==> config.mk <==
export PLATFORM = sky130hd
export DESIGN_NAME = apb_gpio_bank
export DESIGN_NICKNAME = d
export VERILOG_FILES = /design/src/rtl/apb_gpio_bank.sv
export SDC_FILE = /design/constraint.sdc
export NUM_CORES = 1
export LEC_CHECK = 0
export BUFFER_PORTS_ARGS = -buffer_cell sky130_fd_sc_hd__clkbuf_2
export CAP_MARGIN = 20
export CORE_ASPECT_RATIO = 1.1
export CORE_MARGIN = 2
export CORE_UTILIZATION = 35
export CTS_BUF_LIST = sky130_fd_sc_hd__clkbuf_16
export DETAILED_ROUTE_END_ITERATION = 10
export HOLD_SLACK_MARGIN = 0.15
export PLACE_DENSITY = 0.55
export SYNTH_ARGS = -nofsm -noshare
export SYNTH_HDL_FRONTEND = slang
export SYNTH_SLANG_ARGS = --single-unit
==> constraint.sdc <==
create_clock -name clk -period 3.7 [get_ports clk]
set_input_delay 0 -clock clk [delete_from_list [all_inputs] [get_ports clk]]
set_output_delay 0 -clock clk [all_outputs]
set_load 0.03 [all_outputs]
==> src/rtl/apb_gpio_bank.sv <==
// Purpose : APB GPIO/probe bank with input synchroniser, sticky edge flags, change counter, one-shot pattern trigger and output drivers.
// Latency : pins_in to IN after SYNC_STAGES edges; edge flags, COUNT and trigger one edge later; OUT/OE update on the access edge.
// Backpr. : none; PREADY is tied high and every transfer completes in its access phase.
//
// Ports:
//   clk, rst_n                   clock and synchronous active-low reset
//   PSEL/PADDR/PENABLE/PWRITE    APB request; PWDATA write data, PRDATA combinational read data
//   PREADY                       constant 1
//   pins_in                      asynchronous GPIO inputs
//   pins_out, pins_oe            output value and per-bit output enable (1 = drive)
//   irq                          registered trigger hit flag
module apb_gpio_bank #(
    parameter int WIDTH       = 8,
    parameter int SYNC_STAGES = 2,
    parameter int ADDR_W      = 5
) (
    input  logic              clk,
    input  logic              rst_n,
    input  logic              PSEL,
    input  logic [ADDR_W-1:0] PADDR,
    input  logic              PENABLE,
    input  logic              PWRITE,
    input  logic [7:0]        PWDATA,
    output logic [7:0]        PRDATA,
    output logic              PREADY,
    input  logic [WIDTH-1:0]  pins_in,
    output logic [WIDTH-1:0]  pins_out,
    output logic [WIDTH-1:0]  pins_oe,
    output logic              irq
);

    localparam logic [ADDR_W-1:0] A_IN     = ADDR_W'(8'h00);
    localparam logic [ADDR_W-1:0] A_OUT    = ADDR_W'(8'h01);
    localparam logic [ADDR_W-1:0] A_OE     = ADDR_W'(8'h02);
    localparam logic [ADDR_W-1:0] A_RISE   = ADDR_W'(8'h03);
    localparam logic [ADDR_W-1:0] A_FALL   = ADDR_W'(8'h04);
    localparam logic [ADDR_W-1:0] A_MVAL   = ADDR_W'(8'h05);
    localparam logic [ADDR_W-1:0] A_MMASK  = ADDR_W'(8'h06);
    localparam logic [ADDR_W-1:0] A_STATUS = ADDR_W'(8'h07);
    localparam logic [ADDR_W-1:0] A_SNAP   = ADDR_W'(8'h08);
    localparam logic [ADDR_W-1:0] A_COUNT  = ADDR_W'(8'h09);

    // Zero-extend a WIDTH-bit register onto the 8-bit bus.
    function automatic logic [7:0] ext(input logic [WIDTH-1:0] v);
        logic [7:0] r;
        r = '0;
        r[WIDTH-1:0] = v;
        return r;
    endfunction

    logic [WIDTH-1:0] sync_q [SYNC_STAGES];
    logic [WIDTH-1:0] s;
    logic [WIDTH-1:0] prev_q;
    logic [WIDTH-1:0] rise;
    logic [WIDTH-1:0] fall;
    logic             change;

    logic [WIDTH-1:0] out_q, oe_q, rise_q, fall_q, mval_q, mmask_q, snap_q;
    logic [7:0]       count_q;
    logic             hit_q, armed_q;

    logic             wr_en;
    logic [WIDTH-1:0] wr_data;
    logic             fire;

    assign s      = sync_q[SYNC_STAGES-1];
    assign rise   = s & ~prev_q;
    assign fall   = ~s & prev_q;
    assign change = |(s ^ prev_q);

    assign wr_en   = PSEL & PENABLE & PWRITE;
    assign wr_data = PWDATA[WIDTH-1:0];

    // The match is evaluated on the registered ARMED/MVAL/MMASK, so an arm
    // or mask write only influences the cycle after its access edge.
    assign fire = armed_q && ((s & mmask_q) == (mval_q & mmask_q));

    always_ff @(posedge clk) begin
        if (!rst_n) begin
            for (int i = 0; i < SYNC_STAGES; i++) begin
                sync_q[i] <= '0;
            end
            prev_q <= '0;
        end else begin
            sync_q[0] <= pins_in;
            for (int i = 1; i < SYNC_STAGES; i++) begin
                sync_q[i] <= sync_q[i-1];
            end
            prev_q <= s;
        end
    end

    always_ff @(posedge clk) begin
        if (!rst_n) begin
            out_q   <= '0;
            oe_q    <= '0;
            rise_q  <= '0;
            fall_q  <= '0;
            mval_q  <= '0;
            mmask_q <= '0;
            snap_q  <= '0;
            count_q <= '0;
            hit_q   <= 1'b0;
            armed_q <= 1'b0;
        end else begin
            if (wr_en && PADDR == A_OUT)   out_q   <= wr_data;
            if (wr_en && PADDR == A_OE)    oe_q    <= wr_data;
            if (wr_en && PADDR == A_MVAL)  mval_q  <= wr_data;
            if (wr_en && PADDR == A_MMASK) mmask_q <= wr_data;

            // W1C clear is applied before the new edge is ORed in, so a
            // simultaneous edge keeps the bit set.
            rise_q <= ((wr_en && PADDR == A_RISE) ? (rise_q & ~wr_data) : rise_q) | rise;
            fall_q <= ((wr_en && PADDR == A_FALL) ? (fall_q & ~wr_data) : fall_q) | fall;

            if (wr_en && PADDR == A_COUNT) begin
                count_q <= {7'd0, change};
            end else if (change && count_q != 8'hFF) begin
                count_q <= count_q + 8'd1;
            end

            hit_q   <= fire | (hit_q & ~(wr_en && PADDR == A_STATUS && PWDATA[0]));
            armed_q <= (armed_q & ~fire) | (wr_en && PADDR == A_STATUS && PWDATA[1]);
            if (fire) snap_q <= s;
        end
    end

    always_comb begin
        PRDATA = 8'h00;
        if (PSEL) begin
            case (PADDR)
                A_IN:     PRDATA = ext(s);
                A_OUT:    PRDATA = ext(out_q);
                A_OE:     PRDATA = ext(oe_q);
                A_RISE:   PRDATA = ext(rise_q);
                A_FALL:   PRDATA = ext(fall_q);
                A_MVAL:   PRDATA = ext(mval_q);
                A_MMASK:  PRDATA = ext(mmask_q);
                A_STATUS: PRDATA = {6'd0, armed_q, hit_q};
                A_SNAP:   PRDATA = ext(snap_q);
                A_COUNT:  PRDATA = count_q;
                default:  PRDATA = 8'h00;
            endcase
        end
    end

    assign PREADY   = 1'b1;
    assign pins_out = out_q;
    assign pins_oe  = oe_q;
    assign irq      = hit_q;

endmodule

==> impl_metrics.yaml <==
synth:
  yosysSeqAreaShare: 0.4105
  ys_ff_latch: 90
  synth_top_area_frac: 0.4105
  synth_area_leaders: "dfxtp_1 (41%), mux2i_1 (12%), nor2b_1 (7.3%)"
  synth.most_common_cell: "dfxtp_1"
  async_flop_share: 0
  synth_cell_type_count: 50
  synth_area_leader_cell: "dfxtp_1"
  yosys-top-cells-count: "dfxtp_1 (90), mux2i_1 (52), nor2b_1 (51)"
  synth.net_count: 525
  synth_warnings: 0
  synth-edff-count: 0
  netlist_area_um2: 4389
  syn_inst: 482
  postSynthAreaPerCell_um2: 9.106
  ys.flop_type: "dfxtp_1"
critical_path:
  rrSetupSlack_ps: 1740
  endpoint_kind: "primary output"
  rr_endpoint: "snap_q[3]"
  start_kind: "primary input"
  ff2ff_path_depth: 5
  cp_max_fo: 19
  crit_required_ps: 3700
  critPathKind: "primary input to primary output"
  worstPathArrival_ps: 2080
  r2r-start: "sync_q[0][14]"
cts:
  cts_root_buf: "clkbuf_16"
  cts_made_buffers: 9
  holdBufCountCts: 16
  cts_buffer_depth: 2
  insertion_delay_ps: 340
  h-tree-depth: 3
  cts_resized: 0
  clkTransAtPathRegs_ps: 60
  cts.sinks: 90
  cts_setup_buffers: 0
  cts_tree: "done"
final_layout:
  syn_to_final_growth_pct: 18.02
  drive_gt1_frac: 0.1500
  fin_area_um2: 5180
  layoutNonFillerInstCount: 694
  diodes: 0
  nNetsFinal: 578
  fin_util: 0.4267
global_routing:
  grt_pass1_wl_um: 18220
  antenna_found_initial: 0
  grt_usage: 0.1755
  grt_pass1_vias: 3210
  overflow: 0
  grt_max_degree: 44
routing:
  drt_first_iter_violations: 199
  wl_per_cell_um: 16.73
  routed_via_density: 5.020
  wl_um: 11610
  drc: 0
  drt-pass1-iter-count: 5
  dr_total_vias: 3484
  ant_nets: 0
timing:
  timing.final.crit_share: 0.5609
  setup_viol: 0
  fmax_mhz: 481.8
  setup_ws_ps: 1625
  slew_viol_final: 0
  slew_headroom: 0.4512
  hold_slack_ps: 280.9
  period_minus_slack_ps: 2075
  worstMarginPinSlew_ps: 823.2
  hold_violations: 0
  skew_ps: 7.326
  rsz0062_at_grt: "false"
  fin_tns_setup_ps: 0
flow_run:
  drv_cap: 0
placement:
  hpwl_um: 8135
  dp.cells: 662
  io_buffers: 50
  place_area_um2: 4725
  pre_cts_ws_ps: 1460
  gp_congestion: 0.8670
status:
  outcome: "finished, final reports clean"
die:
  core_area_um2: 12140
  num_io_pins: 52
  dieWidth_um: 110.8
  rows: 42
  fp.dieArea_um2: 13450
  start_util: 0.3616
  dieHeight_um: 121.5
pwr:
  power_leakage_nw: 1.991
  finalPower_mw: 2.088
  power.density_nw_per_um2: 403.1
  max-vdd-ir-drop_v: 0.0002359
hold_path:
  holdPathStages: 4
  min_to: "count_q[0]"
  hold_class: "primary input to flop"
  hold_path_startpoint: "PSEL"
## per-layer routing
| metal | part of all wire | vias to the layer above | GRT usage | wire length, um |
|---|---|---|---|---|
| li1 | - | 1752 | - | - |
| met2 | 0.46 | 97 | 0.2742 | 5321 |
| met5 | 0 | - | 0 | 0 |
| met1 | 0.47 | 1619 | 0.2399 | 5463 |
| met3 | 0.049 | 16 | 0.02398 | 574 |
| met4 | 0.021 | 0 | 0.08359 | 249 |
## registers in the layout, indices dropped and copies added (netlist names)
signal and cells:
armed_q 1, count_q 8, fall_q 8, irq 1, mmask_q 8, mval_q 8, pins_oe 8, pins_out 8
prev_q 8, rise_q 8, snap_q 8, sync_q 16
## layout make-up
cell class,count,area (um2)
clock buffer,9,225.2
clock inverter,7,70.07
fill,1202,6959
inverter,31,116.4
multi-input combinational,336,2356
sequential,90,1802
tap,154,192.7
timing repair buffer,67,417.9
## cell families (layout without fill, tap and decap cells)
kind of cell,after synthesis,after routing,share of synthesized area
adders and majority gates,17,17,0.04846
muxes,57,57,0.1314
DFF,90,90,0.4105
xor gates and xnor gates,13,13,0.02594
buffers and inverters,56,114,0.05274
other,1,1,0.0008544
and+or+nand+nor,178,178,0.2278
AOI/OAI and AO/OA,70,70,0.1023
## where the power goes
part	internal (mW)	leakage [nW]	switching, mW
clock network	0.522	0.147	0.382
logic	0.0708	1.11	0.0972
registers	0.994	0.731	0.0223
total	1.59	1.99	0.502
## cells in the final DEF (no fill, tap or decap), types with 16 or more instances in the layout
master         Yosys  final
dfxtp_1           90     90
mux2i_1           52     52
nor2b_1           51     51
clkbuf_2           0     50
nand2_1           46     46
inv_1             31     31
a21oi_1           26     26
nor2_1            19     19
and2_1            17     17
ha_1              17     17
dlygate4sd3_1      0     16
## worst max-delay path, stage by stage
cell and delay [ps]:
clkbuf_2 340, or3b_1 560, nor3_2 510, a22oi_1 190, a31oi_1 230, clkbuf_2 250
## worst max path at each step
| stage | from | end | slack [ps] | cells past startpoint |
|---|---|---|---|---|
| floorplan | PADDR[4] | PRDATA[1] | 2070 | 5 |
| global placement | PADDR[0] | pins_oe[4] | 1450 | 5 |
| detailed placement | PADDR[0] | pins_oe[7] | 1460 | 5 |
| CTS | PADDR[2] | PRDATA[5] | 1640 | 6 |
| global route | PADDR[2] | PRDATA[5] | 1530 | 6 |
| finish | PADDR[2] | PRDATA[5] | 1620 | 6 |
(Power assumes the default switching activity.)
